==> src/rtl/network_bram_sequencer.sv <==
// network_bram_sequencer: start/done BRAM transfer engine between one SNN core/LIF tile and the parameter BRAM.
// Define NETWORK_BRAM_SPIKE_SKIP_EN to skip weight rows of presynaptic neurons that did not spike.
module network_bram_sequencer #(
    parameter int BRAM_ADDR_WIDTH  = 10,
    parameter int BRAM_DATA_WIDTH  = 32,
    parameter int WIDTH            = 8,
    parameter int NEURONS_PER_CORE = 4,
    parameter int MAX_TILES        = 16,
    parameter int MAX_NEURONS      = 16,
    parameter int READ_LATENCY     = 2
) (
    input  logic                                                 clk,
    input  logic                                                 rst_n,
    input  logic                                                 start,
    input  logic [1:0]                                           mode,
    input  logic [$clog2(MAX_TILES+1)-1:0]                       tile_idx,
    output logic                                                 busy,
    output logic                                                 done,
    output logic                                                 err,
    output logic [BRAM_ADDR_WIDTH-1:0]                           bram_addr,
    output logic [BRAM_DATA_WIDTH-1:0]                           bram_din,
    input  logic [BRAM_DATA_WIDTH-1:0]                           bram_dout,
    output logic                                                 bram_en,
    output logic [BRAM_DATA_WIDTH/WIDTH-1:0]                     bram_we,
    input  logic [NEURONS_PER_CORE*WIDTH-1:0]                    mem_in,
    input  logic [NEURONS_PER_CORE-1:0]                          spk_out,
    output logic [NEURONS_PER_CORE*NEURONS_PER_CORE*WIDTH-1:0]   weight,
    output logic [NEURONS_PER_CORE*WIDTH-1:0]                    mem_out,
    output logic [NEURONS_PER_CORE*WIDTH-1:0]                    network_input,
    output logic [NEURONS_PER_CORE-1:0]                          spk_in,
    output logic [WIDTH-1:0]                                     core_idx_x,
    output logic [WIDTH-1:0]                                     core_idx_y,
    output logic                                                 snn_en,
    output logic                                                 snn_rst
);
    localparam int BAW        = BRAM_ADDR_WIDTH;
    localparam int BDW        = BRAM_DATA_WIDTH;
    localparam int LANES      = BDW / WIDTH;
    localparam int N          = NEURONS_PER_CORE;
    localparam int V          = N / LANES;
    localparam int TW         = $clog2(MAX_TILES + 1);
    localparam int TILE_WORDS = 1 + N * V;
    localparam int IN_OFF     = TILE_WORDS * MAX_TILES;
    localparam int SPK_OFF    = IN_OFF + MAX_NEURONS / LANES;
    localparam int FLAG_OFF   = SPK_OFF + MAX_NEURONS / LANES;
    localparam int MEM_OFF    = FLAG_OFF + 1;
    localparam int T_TILE     = 1 + 2 * V + N * V;
    localparam int IW         = $clog2(T_TILE + V + 1);
    localparam int RW         = N > 1 ? $clog2(N) : 1;
    localparam int WCW        = $clog2(READ_LATENCY + 1);

    typedef enum logic [2:0] {S_IDLE, S_CHECK, S_ISSUE, S_WAIT, S_CAPTURE, S_DONE} state_t;
    typedef enum logic [2:0] {D_HDR, D_MEM, D_SPK, D_WGT, D_IN, D_FLAG, D_WSPK, D_WMEM} dst_t;

    state_t             state_q, state_d;
    logic [1:0]         mode_q;
    logic [TW-1:0]      tile_q;
    logic [IW-1:0]      idx_q, idx_nxt, k, total;
    logic [WCW-1:0]     wcnt_q;
    logic               err_q, snn_en_q, snn_rst_q;
    logic [N*N*WIDTH-1:0] weight_q;
    logic [N*WIDTH-1:0] mem_out_q, net_in_q;
    logic [N-1:0]       spk_in_q;
    logic [WIDTH-1:0]   cx_q, cy_q;
    dst_t               dst;
    logic [BAW-1:0]     addr, tile_base, tile_vec;
    logic [BDW-1:0]     din;
    logic [RW-1:0]      row;
    logic               skip, wr, seq_end, illegal;

    assign tile_base = BAW'(tile_q) * BAW'(TILE_WORDS);
    assign tile_vec  = BAW'(tile_q) * BAW'(V);
    assign illegal   = tile_q >= TW'(MAX_TILES);

    // Decode the current word index of the active mode into destination, vector word and address
    always_comb begin
        dst = D_HDR;
        k = '0;
        addr = tile_base;
        total = IW'(T_TILE);
        case (mode_q)
            2'd0: begin
                if (idx_q == '0) dst = D_HDR;
                else if (idx_q <= IW'(V)) begin
                    dst = D_MEM;
                    k = idx_q - IW'(1);
                    addr = BAW'(MEM_OFF) + BAW'(cy_q) * BAW'(V) + BAW'(k);
                end else if (idx_q <= IW'(2 * V)) begin
                    dst = D_SPK;
                    k = idx_q - IW'(V + 1);
                    addr = BAW'(SPK_OFF) + BAW'(cx_q) * BAW'(V) + BAW'(k);
                end else begin
                    dst = D_WGT;
                    k = idx_q - IW'(2 * V + 1);
                    addr = tile_base + BAW'(1) + BAW'(k);
                end
            end
            2'd1: begin
                total = IW'(V);
                dst = D_WMEM;
                k = idx_q;
                addr = BAW'(MEM_OFF) + tile_vec + BAW'(k);
            end
            2'd2: begin
                total = IW'(2 * V + 1);
                if (idx_q < IW'(V)) begin
                    dst = D_IN;
                    k = idx_q;
                    addr = BAW'(IN_OFF) + tile_vec + BAW'(k);
                end else if (idx_q < IW'(2 * V)) begin
                    dst = D_MEM;
                    k = idx_q - IW'(V);
                    addr = BAW'(MEM_OFF) + tile_vec + BAW'(k);
                end else begin
                    dst = D_FLAG;
                    addr = BAW'(FLAG_OFF);
                end
            end
            default: begin
                total = IW'(2 * V);
                if (idx_q < IW'(V)) begin
                    dst = D_WSPK;
                    k = idx_q;
                    addr = BAW'(SPK_OFF) + tile_vec + BAW'(k);
                end else begin
                    dst = D_WMEM;
                    k = idx_q - IW'(V);
                    addr = BAW'(MEM_OFF) + tile_vec + BAW'(k);
                end
            end
        endcase
    end

    assign row = RW'(k / IW'(V));
`ifdef NETWORK_BRAM_SPIKE_SKIP_EN
    assign skip = (dst == D_WGT) && !spk_in_q[row];
`else
    assign skip = 1'b0;
`endif
    assign wr      = (dst == D_WSPK) || (dst == D_WMEM);
    assign idx_nxt = idx_q + (skip ? IW'(V) : IW'(1));
    assign seq_end = idx_nxt >= total;

    always_comb begin
        din = '0;
        for (int j = 0; j < V; j++)
            if (k == IW'(j))
                for (int i = 0; i < LANES; i++)
                    din[i*WIDTH +: WIDTH] = dst == D_WSPK ? WIDTH'(spk_out[j*LANES+i])
                                                          : mem_in[(j*LANES+i)*WIDTH +: WIDTH];
    end

    always_ff @(posedge clk or negedge rst_n) begin
        if (!rst_n) state_q <= S_IDLE;
        else state_q <= state_d;
    end

    always_comb begin
        state_d = state_q;
        case (state_q)
            S_IDLE:    state_d = start ? S_CHECK : S_IDLE;
            S_CHECK:   state_d = illegal ? S_DONE : S_ISSUE;
            S_ISSUE:   state_d = (skip || wr) ? (seq_end ? S_DONE : S_ISSUE)
                                              : (READ_LATENCY > 1 ? S_WAIT : S_CAPTURE);
            S_WAIT:    state_d = int'(wcnt_q) >= READ_LATENCY - 2 ? S_CAPTURE : S_WAIT;
            S_CAPTURE: state_d = seq_end ? S_DONE : S_ISSUE;
            default:   state_d = S_IDLE;
        endcase
    end

    always_comb begin
        busy      = state_q inside {S_CHECK, S_ISSUE, S_WAIT, S_CAPTURE};
        done      = state_q == S_DONE;
        bram_en   = (state_q == S_ISSUE) && !skip;
        bram_we   = bram_en && wr ? '1 : '0;
        bram_addr = bram_en ? addr : '0;
        bram_din  = bram_en && wr ? din : '0;
    end

    always_ff @(posedge clk or negedge rst_n) begin
        if (!rst_n) begin
            mode_q    <= '0;
            tile_q    <= '0;
            idx_q     <= '0;
            wcnt_q    <= '0;
            err_q     <= 1'b0;
            weight_q  <= '0;
            mem_out_q <= '0;
            net_in_q  <= '0;
            spk_in_q  <= '0;
            cx_q      <= '0;
            cy_q      <= '0;
            snn_en_q  <= 1'b0;
            snn_rst_q <= 1'b0;
        end else begin
            if (state_q == S_IDLE && start) begin
                mode_q <= mode;
                tile_q <= tile_idx;
                idx_q  <= '0;
                err_q  <= 1'b0;
            end
            if (state_q == S_CHECK) err_q <= illegal;
            wcnt_q <= state_q == S_WAIT ? wcnt_q + 1'b1 : '0;
            if (state_q == S_CAPTURE || (state_q == S_ISSUE && (skip || wr))) idx_q <= idx_nxt;
            if (state_q == S_ISSUE && skip)
                for (int r = 0; r < N; r++)
                    if (row == RW'(r)) weight_q[r*N*WIDTH +: N*WIDTH] <= '0;
            if (state_q == S_CAPTURE)
                case (dst)
                    D_HDR: begin
                        cy_q <= bram_dout[WIDTH-1:0];
                        cx_q <= bram_dout[2*WIDTH-1:WIDTH];
                    end
                    D_FLAG: begin
                        snn_en_q  <= bram_dout[0];
                        snn_rst_q <= bram_dout[2];
                    end
                    D_WGT: for (int j = 0; j < N * V; j++) if (k == IW'(j)) weight_q[j*BDW +: BDW] <= bram_dout;
                    D_MEM: for (int j = 0; j < V; j++) if (k == IW'(j)) mem_out_q[j*BDW +: BDW] <= bram_dout;
                    D_IN:  for (int j = 0; j < V; j++) if (k == IW'(j)) net_in_q[j*BDW +: BDW] <= bram_dout;
                    D_SPK:
                        for (int j = 0; j < V; j++)
                            if (k == IW'(j))
                                for (int i = 0; i < LANES; i++) spk_in_q[j*LANES+i] <= bram_dout[i*WIDTH];
                    default: ;
                endcase
        end
    end

    assign err           = err_q;
    assign weight        = weight_q;
    assign mem_out       = mem_out_q;
    assign network_input = net_in_q;
    assign spk_in        = spk_in_q;
    assign core_idx_x    = cx_q;
    assign core_idx_y    = cy_q;
    assign snn_en        = snn_en_q;
    assign snn_rst       = snn_rst_q;
endmodule

==> config.mk <==
export PLATFORM = sky130hd
export DESIGN_NAME = network_bram_sequencer
export DESIGN_NICKNAME = d
export VERILOG_FILES = /design/src/rtl/network_bram_sequencer.sv
export SDC_FILE = /design/constraint.sdc
export NUM_CORES = 1
export LEC_CHECK = 0
export BUFFER_PORTS_ARGS = -buffer_cell sky130_fd_sc_hd__buf_2
export CAP_MARGIN = 5
export CELL_PAD_IN_SITES_DETAIL_PLACEMENT = 1
export CELL_PAD_IN_SITES_GLOBAL_PLACEMENT = 1
export CORE_ASPECT_RATIO = 1.75
export CORE_UTILIZATION = 37
export DETAILED_ROUTE_END_ITERATION = 10
export HOLD_SLACK_MARGIN = 0.1
export PLACE_DENSITY = 0.81
export SLEW_MARGIN = 30
export SYNTH_ARGS = -nofsm -noshare
export SYNTH_HDL_FRONTEND = slang
export SYNTH_SLANG_ARGS = --single-unit
==> constraint.sdc <==
create_clock -name clk -period 3.5 [get_ports clk]
set_input_delay 0 -clock clk [delete_from_list [all_inputs] [get_ports clk]]
set_output_delay 0 -clock clk [all_outputs]
set_load 0.005 [all_outputs]
==> results of run 1 <==
routing by layer:
metal	up-vias	routed length [um]	global-route usage, %
met4	0	2740	15.4
li1	4294	-	-
met3	133	2090	4.44
met1	5032	15600	28.8
met2	333	24200	50.0
met5	-	0	0
final timing paths:
| check | cells after the start | start | endpoint | slack, ns |
|---|---|---|---|---|
| max in group asynchronous | 4 | rst_n | weight[43]$_DFFE_PN0P_ | 2.30 |
| setup / recovery | 15 | idx_q[1]$_DFFE_PN0P_ | bram_addr[7] | -0.13 |
| hold / removal | 4 | tile_idx[2] | tile_q[2]$_DFFE_PN0P_ | 0.22 |
| setup reg to reg | 12 | idx_q[0]$_DFFE_PN0P_ | weight[55]$_DFFE_PN0P_ | 0.37 |
| hold reg to reg | 1 | weight[94]$_DFFE_PN0P_ | weight[94]$_DFFE_PN0P_ | 0.48 |
| min in group asynchronous | 3 | rst_n | weight[63]$_DFFE_PN0P_ | 0.43 |
worst register-to-register path, delay by kind of cell (launching register included):
kind / cells / cell delay, ns
compound gates: 3 / 0.58
fa+ha+maj: 1 / 0.22
buf+inv: 5 / 0.88
flops: 1 / 0.41
mux: 1 / 0.43
simple gates: 2 / 0.49
area by class of cell:
class,count,area (sq um)
clock inverters,11,105
fillers,3441,15600
repair buffers,454,2790
flip-flops and latches,229,5730
inverters,43,164
clock buffers,29,607
multi-input cells,652,6160
well taps,396,495
kinds of logic (layout without fill, tap and decap cells):
family | after synthesis | in the layout | share of synthesized area [%]
flops | 229 | 229 | 48.0
simple gates | 164 | 164 | 7.51
buf+inv | 93 | 537 | 3.48
fa+ha+maj | 74 | 74 | 8.28
compound gates | 155 | 155 | 9.01
mux | 220 | 220 | 20.9
xor+xnor | 38 | 38 | 2.79
other cells | 1 | 1 | 0.0314
through the flow:
stage	setup slack (ns)	std cells	total power, mW
after floorplan	0.0717	974	9.49
after global placement	0.132	1712	13.1
after detailed placement	0.0988	1712	13.4
after CTS	-0.135	1805	16.4
after global routing	-0.268	1814	18.1
final	-0.130	1814	17.1
state kept, by name, summed over array words and instances (netlist names):
signal / cells
state_q: 3
spk_in: 4
network_input: 32
snn_rst: 1
idx_q: 4
snn_en: 1
weight: 128
mem_out: 32
core_idx_y: 8
mode_q: 2
core_idx_x: 8
err: 1
tile_q: 5
report_power, final:
| part | leakage (nW) | internal, mW | switching [mW] |
|---|---|---|---|
| logic | 5.00 | 4.66 | 5.54 |
| registers | 3.02 | 3.70 | 0.758 |
| clock network | 0.352 | 1.32 | 1.09 |
repair_timing:
item | in CTS | in global routing
hold buffers | 43 | 0
setup endpoints to repair | 34 | 35
setup buffers | 9 | 7
gates resized for setup | 37 | 38
cloned | 1 | 2
pin swaps | 12 | 10
hold endpoints to repair | 363 | 0
placed cells by master, fill, tap and decap left out, drive strengths merged, types with 5 or more instances in the layout:
cell	count
o21ai	33
buf	412
nor3	13
nand2	34
a21oi	37
mux2	218
dlygate4sd3	42
a221oi	7
and2	31
inv	46
ha	63
xor2	14
nor2b	10
a211o	5
fa	9
nor3b	7
clkbuf	29
o31ai	5
nand3	8
o22ai	7
clkinv	6
o211ai	6
a21o	12
nor2	36
nand2b	10
xnor2	24
a211oi	8
dfrtp	229
==> impl_metrics.py, run 1 <==
metrics = {
    "status": {
        "outcome": "finished with violations",
        "violations": "negative setup slack",
    },
    "timing": {
        "setup-tns-final_ns": -0.164,
        "timing_worst_slew_pin_value_ns": 0.925,
        "max_freq_mhz": 275,
        "relSlewSlack_pct": 38.2,
        "hold_viol_final": 0,
        "post-route-worst-setup-slack_ns": -0.130,
        "finalClockSkew_ns": 0.0280,
        "finalCritPeriodShare_pct": 104,
        "setup_repair_after_global_routing_missed_its_margin": "yes",
        "layout_min_cycle_time_ns": 3.63,
        "finalMaxSlewViolations": 0,
        "setup_viol": 2,
        "fin_worst_hold_slack_ns": 0.217,
    },
    "synth": {
        "yosys.cell_types.count": 72,
        "synth.area.top_cells": "sky130_fd_sc_hd__dfrtp_1 (48%), sky130_fd_sc_hd__mux2_2 (17%), sky130_fd_sc_hd__ha_1 (6.6%)",
        "share_of_flip_flops_with_an_asynchronous_set_or_reset_pct": 100,
        "primary_flip_flop_cell_chosen_by_synthesis_mapping": "sky130_fd_sc_hd__dfrtp_1",
        "syn-instance-count": 974,
        "post_synth_most_frequent_cells": "sky130_fd_sc_hd__dfrtp_1 (229), sky130_fd_sc_hd__mux2_2 (179), sky130_fd_sc_hd__ha_1 (63)",
        "synth-edff-count": 0,
        "synth-seq-cells": 229,
        "post_synthesis_area_per_instance_sq_um": 12.3,
        "post-synth-top-area-fraction_pct": 48.0,
        "synthMostInstantiatedCell": "sky130_fd_sc_hd__dfrtp_1",
        "synth_nets": 1124,
        "synthesis.yosys.warnings": 0,
        "post-synth-top-area-cell": "sky130_fd_sc_hd__dfrtp_1",
        "synth_area_sq_mm": 0.0119,
        "synth.yosys.seq_area_share_pct": 48.0,
    },
    "place": {
        "dp_hpwl_um": 32100,
        "placed_area_sq_mm": 0.0144,
        "port_bufs": 340,
        "routability_driven_placement_congestion_ratio": 0.965,
    },
    "floorplanning": {
        "core_area_sq_mm": 0.0316,
        "initial_utilization_pct": 37.7,
        "overall_die_area_sq_mm": 0.0330,
        "placement_rows": 86,
        "die_w_um": 138,
        "floorplan.io_pins": 342,
        "floorplan.die.height_um": 240,
    },
    "finish": {
        "layout.nets": 1552,
        "finalCoreUtilization_pct": 50.7,
        "syn_to_final_growth_pct": 34.4,
        "finalInstanceArea_sq_mm": 0.0161,
        "drive_above_1_share_pct": 49.6,
        "insertedDiodeCount": 0,
    },
    "worst_setup_path": {
        "critical_path.cell_chain": "inv_4, buf_4, buf_4, ha_4, ha_4, inv_1, fa_2, inv_1, a21o_1, a221o_1, xnor2_2, o311a_1, o211ai_1, a221oi_1, buf_2",
        "worstPathBufferInverterCount": 6,
        "critical_path_type": "flop to output pin",
        "cp_data_arrival_time_ns": 3.63,
        "critical_path.slowest_cell": "sky130_fd_sc_hd__dfrtp_1",
        "path_max_fanout": 6,
        "critical_path.top_delay_family": "compound AO/OA/AOI/OAI gates",
        "critPathLaunchType": "flop",
        "timing.critical_path.required_ns": 3.50,
        "worst_path_largest_cell_delay_ns": 0.42,
        "cp-end-kind": "output pin",
    },
    "global_route": {
        "grt_pass1_vias": 10919,
        "first_pass_grt_wire_length_um": 66400,
        "all_layer_gr_usage_pct": 27.2,
        "antenna_found_initial": 0,
        "grt_max_degree": 101,
        "globalRouteOverflowTotal": 0,
    },
    "power_and_ir_drop": {
        "vdd_ir_drop_max_mv": 0.708,
        "powerDensity_mw_per_mm2": 1060,
        "leakage_nw": 8.37,
    },
    "run": {
        "maxCapViolations": 0,
    },
    "route": {
        "postRouteWirelength_um": 44600,
        "detail_route.drc_violations": 0,
        "vias_per_cell": 5.40,
        "routedWlPerCell_um": 24.6,
        "1st_iter_drt_viols": 351,
        "count_of_tritonroute_iterations_in_the_first_routing_pass": 4,
        "drtAntennaViolNets": 0,
        "routed-via-count": 9792,
    },
    "cts": {
        "clk_root_buffer_cell": "sky130_fd_sc_hd__clkbuf_16",
        "clk_transition_reported_paths_ns": 0.08,
        "tritoncts.num_buffers": 22,
        "tritoncts_clock_tree": "done",
        "clock_path_buffers": 3,
        "cts-htree-levels": 1,
        "cts.sink_count": 229,
        "worst_skew_pair.late_latency_ns": 0.53,
    },
    "worst_hold_path": {
        "worst_hold_path_type": "input port to flop",
    },
}
Power figures use the tool's default switching activity.
==> inputs of run 2 (changes only) <==
- MAX_ROUTING_LAYER: not set -> met4
==> impl_metrics.py, run 2 (same netlist as run 1, synthesis figures left out) <==
metrics = {
    "status": {
        "outcome": "finished with violations",
        "violations": "negative setup slack",
    },
    "cts": {
        "clk_transition_reported_paths_ns": 0.07,
        "worst_skew_pair.late_latency_ns": 0.54,
        "tritoncts.num_buffers": 24,
        "clock_path_buffers": 3,
        "tritoncts_clock_tree": "done",
        "clk_root_buffer_cell": "sky130_fd_sc_hd__clkbuf_16",
        "cts.sink_count": 229,
        "cts-htree-levels": 1,
    },
    "worst_setup_path": {
        "timing.critical_path.required_ns": 3.50,
        "path_max_fanout": 6,
        "worst_r2r_path_depth": 11,
        "critical_path.cell_chain": "inv_4, ha_4, inv_1, ha_1, ha_2, inv_2, fa_2, nor2b_1, o21ai_1, a211o_1, or3_1, o311a_1, o211ai_1, a221oi_2, buf_2",
        "worstReg2RegEnd": "weight[27]$_DFFE_PN0P_",
        "critical_path_start": "idx_q[1]$_DFFE_PN0P_",
        "critical_path.slowest_cell": "sky130_fd_sc_hd__dfrtp_1",
        "critical_path_type": "flop to output pin",
        "cp-end-kind": "output pin",
        "worst_path_largest_cell_delay_ns": 0.39,
        "critPathLaunchType": "flop",
        "r2r-start": "idx_q[0]$_DFFE_PN0P_",
        "cp_data_arrival_time_ns": 3.62,
        "r2r_slack_ns": 0.25,
    },
    "finish": {
        "final_cell_mix": "sky130_fd_sc_hd__buf_2 (339), sky130_fd_sc_hd__dfrtp_1 (227), sky130_fd_sc_hd__mux2_2 (179)",
        "fillCellCount": 3401,
        "syn_to_final_growth_pct": 32.9,
        "multi_input_area_sq_mm": 0.00603,
        "largest_register_ff_count": 128,
        "seq_area_sq_mm": 0.00573,
        "insertedDiodeCount": 0,
        "layout.nets": 1543,
        "finalInstanceArea_sq_mm": 0.0159,
        "mostFrequentLayoutCell": "sky130_fd_sc_hd__buf_2",
        "drive_above_1_share_pct": 48.2,
    },
    "power_and_ir_drop": {
        "powerDensity_mw_per_mm2": 1040,
        "leakage_nw": 8.32,
        "vdd_ir_drop_max_mv": 0.556,
    },
    "floorplanning": {
        "floorplan.io_pins": 342,
        "overall_die_area_sq_mm": 0.0330,
        "die_w_um": 138,
        "floorplan.die.height_um": 240,
        "initial_utilization_pct": 37.7,
        "core_area_sq_mm": 0.0316,
        "placement_rows": 86,
    },
    "timing": {
        "finalCritPeriodShare_pct": 103,
        "finalClockSkew_ns": 0.0243,
        "relSlewSlack_pct": 50.9,
        "layout_min_cycle_time_ns": 3.62,
        "finalMaxSlewViolations": 0,
        "hold_viol_final": 0,
        "fin_worst_hold_slack_ns": 0.209,
        "max_freq_mhz": 276,
        "setup_viol": 1,
        "setup_repair_after_global_routing_missed_its_margin": "yes",
        "timing_worst_slew_pin_value_ns": 0.726,
        "post-route-worst-setup-slack_ns": -0.120,
    },
    "place": {
        "placed_area_sq_mm": 0.0144,
        "port_bufs": 340,
        "routability_driven_placement_congestion_ratio": 1.01,
        "dp_hpwl_um": 32100,
    },
    "route": {
        "vias_per_cell": 5.40,
        "count_of_tritonroute_iterations_in_the_first_routing_pass": 5,
        "routed-via-count": 9744,
        "detail_route.drc_violations": 0,
        "1st_iter_drt_viols": 419,
        "drtAntennaViolNets": 0,
        "postRouteWirelength_um": 43800,
        "routedWlPerCell_um": 24.3,
    },
    "run": {
        "maxCapViolations": 0,
    },
    "global_route": {
        "grt_max_degree": 107,
        "grt_pass1_vias": 10938,
        "all_layer_gr_usage_pct": 28.1,
        "first_pass_grt_wire_length_um": 66600,
        "globalRouteOverflowTotal": 0,
        "antenna_found_initial": 0,
    },
    "worst_hold_path": {
        "min_path_cells": 4,
        "worst_hold_path_type": "input port to flop",
        "holdPathEnd": "tile_q[2]$_DFFE_PN0P_",
        "min-delay-start": "tile_idx[2]",
    },
}
[run 2: changes by cell type in the layout (fill, tap and decap cells not counted), moves of 2 or more]
cell	before	now
sky130_fd_sc_hd__nor2b_1	8	10
sky130_fd_sc_hd__buf_4	61	52
sky130_fd_sc_hd__nor2b_2	2	0
sky130_fd_sc_hd__ha_4	12	4
sky130_fd_sc_hd__o21ai_2	3	1
sky130_fd_sc_hd__clkbuf_16	22	24
sky130_fd_sc_hd__o21bai_1	4	2
sky130_fd_sc_hd__ha_1	49	57
sky130_fd_sc_hd__o21ai_1	3	6
sky130_fd_sc_hd__buf_6	3	1
sky130_fd_sc_hd__o21bai_2	0	2
[run 2: cell type report]
class                           instances  share of cell area [%]
Clock buffer                           31                    4.08
Clock inverter                         10                   0.639
Inverter                               43                    1.03
Multi-Input combinational cell        652                    38.0
Sequential cell                       229                    36.1
Tap cell                              396                    3.12
Timing Repair Buffer                  443                    17.0
[run 2: metal layers]
| layer | vias to the layer above | GRT usage, % | part of all wire (%) |
|---|---|---|---|
| met5 | - | - | 0 |
| met2 | 323 | 50.4 | 55 |
| met1 | 4993 | 28.4 | 34 |
| met4 | 0 | 15.6 | 6.3 |
| li1 | 4289 | - | - |
| met3 | 139 | 4.42 | 4.3 |
[run 2: what timing repair did]
action,4_1_cts,5_1_grt
resized for setup,31,18
pin swaps,6,5
setup endpoints to repair,34,39
buffers inserted,4,5
hold buffers,41,1
endpoints found under the hold margin,326,27
[run 2: how the worst max path moves through the flow]
stage	end	slack (ns)	cells past startpoint
5_1_grt	bram_addr[7]	-0.28	13
4_1_cts	bram_addr[7]	-0.13	14
3_3_place_gp	bram_addr[7]	0.14	15
6_report	bram_addr[7]	-0.12	15
3_5_place_dp	bram_addr[7]	0.08	15
2_1_floorplan	bram_addr[7]	0.07	15
[run 2: worst max-delay path, delay by kind of cell, from the launching register on]
family          cells  cell delay [ns]
compound gates      5             0.89
fa+ha+maj           4             1.07
buf+inv             4             0.31
flops               1             0.39
simple gates        2             0.44
[run 2: through the flow]
step                total power, mW  util [%]  setup WS (ns)  setup TNS [ns]  cells
detailed placement             13.4      45.5         0.0849               0   1711
global placement               13.1      45.5          0.143               0   1711
finish                         16.5      50.2         -0.120          -0.120   1804
CTS                            16.3      49.7         -0.126          -0.129   1797
global route                   17.6      50.2         -0.277           -1.37   1804
floorplan                      9.49         -         0.0717               0    974
[run 2: power breakdown]
group / internal [mW] / switching [mW] / leakage, nW / total (mW)
combinational: 4.32 / 5.30 / 4.94 / 9.62
clock: 1.39 / 1.07 / 0.370 / 2.46
sequential: 3.70 / 0.762 / 3.02 / 4.47
total: 9.41 / 7.14 / 8.32 / 16.5
==> inputs of run 3 (changes only) <==
- PLACE_DENSITY: 0.81 -> 0.83
- RECOVER_POWER: not set -> 25
==> impl_metrics.py, run 3 (same netlist as run 1, synthesis figures left out) <==
metrics = {
    "status": {
        "outcome": "finished with violations",
        "violations": "max-capacitance violations, max-slew violations, negative setup slack",
    },
    "floorplanning": {
        "floorplan.die.height_um": 240,
        "placement_rows": 86,
        "initial_utilization_pct": 37.7,
        "die_w_um": 138,
        "overall_die_area_sq_mm": 0.0330,
        "core_area_sq_mm": 0.0316,
        "floorplan.io_pins": 342,
    },
    "finish": {
        "largest_register_ff_count": 128,
        "instances_no_fill": 1831,
        "multi_input_area_sq_mm": 0.00616,
        "drive_above_1_share_pct": 41.8,
        "insertedDiodeCount": 0,
        "syn_to_final_growth_pct": 34.8,
        "seq_area_sq_mm": 0.00573,
        "finalCoreUtilization_pct": 50.9,
        "fillCellCount": 3484,
        "mostFrequentLayoutCell": "sky130_fd_sc_hd__dfrtp_1",
        "final_cell_mix": "sky130_fd_sc_hd__dfrtp_1 (227), sky130_fd_sc_hd__buf_2 (215), sky130_fd_sc_hd__mux2_2 (179)",
        "layout.nets": 1567,
    },
    "power_and_ir_drop": {
        "powerDensity_mw_per_mm2": 1060,
        "leakage_nw": 8.01,
        "vdd_ir_drop_max_mv": 0.682,
    },
    "worst_setup_path": {
        "cp-end-kind": "output pin",
        "path_max_fanout": 4,
        "r2r_slack_ns": 0.40,
        "critical_path_start": "idx_q[0]$_DFFE_PN0P_",
        "critPathLaunchType": "flop",
        "r2r-start": "idx_q[1]$_DFFE_PN0P_",
        "timing.critical_path.required_ns": 3.50,
        "worst_r2r_path_depth": 12,
        "critical_path_type": "flop to output pin",
        "cp-endpoint": "bram_addr[7]",
        "worstReg2RegEnd": "weight[62]$_DFFE_PN0P_",
        "cp_data_arrival_time_ns": 3.71,
    },
    "cts": {
        "tritoncts.num_buffers": 24,
        "clk_transition_reported_paths_ns": 0.07,
        "cts.sink_count": 229,
        "tritoncts_clock_tree": "done",
        "worst_skew_pair.late_latency_ns": 0.53,
        "cts-htree-levels": 1,
        "clock_path_buffers": 3,
        "clk_root_buffer_cell": "sky130_fd_sc_hd__clkbuf_16",
    },
    "global_route": {
        "all_layer_gr_usage_pct": 28.7,
        "antenna_found_initial": 0,
        "globalRouteOverflowTotal": 0,
        "grt_pass1_vias": 11291,
        "grt_max_degree": 121,
        "first_pass_grt_wire_length_um": 67700,
    },
    "timing": {
        "setup_repair_after_global_routing_missed_its_margin": "yes",
        "finalClockSkew_ns": 0.0244,
        "layout_min_cycle_time_ns": 3.71,
        "timing_worst_slew_pin_value_ns": 1.93,
        "relSlewSlack_pct": -28.5,
        "max_freq_mhz": 269,
        "finalMaxSlewViolations": 31,
        "post-route-worst-setup-slack_ns": -0.214,
        "setup_viol": 1,
        "hold_viol_final": 0,
        "finalCritPeriodShare_pct": 106,
    },
    "worst_hold_path": {
        "worst_hold_path_type": "input port to flop",
        "min-delay-start": "tile_idx[0]",
    },
    "route": {
        "detail_route.drc_violations": 0,
        "routedWlPerCell_um": 24.9,
        "1st_iter_drt_viols": 299,
        "drtAntennaViolNets": 0,
        "vias_per_cell": 5.40,
        "postRouteWirelength_um": 45600,
        "routed-via-count": 9885,
        "count_of_tritonroute_iterations_in_the_first_routing_pass": 4,
    },
    "run": {
        "maxCapViolations": 1,
    },
    "place": {
        "port_bufs": 340,
        "routability_driven_placement_congestion_ratio": 0.966,
        "dp_hpwl_um": 32800,
        "placed_cells": 1727,
    },
}
## run 3: worst min path at each step
stage / endpoint / slack, ns / depth (start not counted)
after global placement: weight[71]$_DFFE_PN0P_ / 0.13 / 1
after global routing: tile_q[0]$_DFFE_PN0P_ / 0.23 / 4
final: tile_q[0]$_DFFE_PN0P_ / 0.21 / 4
after floorplan: core_idx_x[0]$_DFFE_PN0P_ / -0.30 / 0
after detailed placement: core_idx_y[4]$_DFFE_PN0P_ / 0.15 / 1
after CTS: mem_out[3]$_DFFE_PN0P_ / 0.16 / 2
## run 3: final cells by class
| class | instances | area share, % |
|---|---|---|
| clock inverter | 15 | 0.863 |
| tap | 396 | 3.08 |
| timing repair buffer | 466 | 17.0 |
| inverter | 43 | 1.02 |
| clock buffer | 29 | 4.10 |
| sequential | 229 | 35.6 |
| multi-input combinational | 653 | 38.3 |
## run 3: per-stage QoR
step           power, mW  setup WS [ns]  setup TNS, ns  cell area [sq um]  hold slack, ns
2_1_floorplan       9.49         0.0717              0              11900          -0.296
3_3_place_gp        13.1          0.129              0              14500           0.131
3_5_place_dp        13.4         0.0547              0              14500           0.148
4_1_cts             16.5         -0.221         -0.333              16000           0.158
5_1_grt             18.1         -0.394         -0.820              16100           0.231
6_report            17.1         -0.214         -0.214              16100           0.205
## run 3: worst max-delay path, cell delays in order (launching register included)
cell,delay [ns]
sky130_fd_sc_hd__dfrtp_1,0.40
sky130_fd_sc_hd__inv_2,0.12
sky130_fd_sc_hd__ha_2,0.25
sky130_fd_sc_hd__xor2_4,0.10
sky130_fd_sc_hd__ha_1,0.31
sky130_fd_sc_hd__inv_1,0.06
sky130_fd_sc_hd__fa_2,0.39
sky130_fd_sc_hd__nor2b_1,0.13
sky130_fd_sc_hd__o21ai_1,0.08
sky130_fd_sc_hd__a211o_1,0.29
sky130_fd_sc_hd__or3_1,0.31
sky130_fd_sc_hd__o311a_1,0.13
sky130_fd_sc_hd__o211ai_1,0.31
sky130_fd_sc_hd__a221oi_1,0.14
sky130_fd_sc_hd__buf_2,0.14
## run 3: report_power, final
group | internal (mW) | leakage, nW | total, mW | switching, mW
clock network | 1.44 | 0.398 | 2.59 | 1.14
logic | 4.53 | 4.60 | 10.0 | 5.48
registers | 3.70 | 3.02 | 4.50 | 0.801
## run 3: layer usage
layer,vias up,global-route usage (%),wire [um]
li1,4343,-,-
met1,5045,28.7,15600
met2,335,50.8,24900
met3,162,4.40,1850
met4,0,18.5,3220
met5,-,-,0
## run 3: timing repair
action / in CTS / in global routing
setup buffers: 8 / 9
endpoints found under the setup margin: 37 / 39
hold endpoints to repair: 339 / 30
cloned: 1 / 1
pin swaps: 10 / 19
hold buffers: 41 / 1
gates resized for setup: 31 / 46
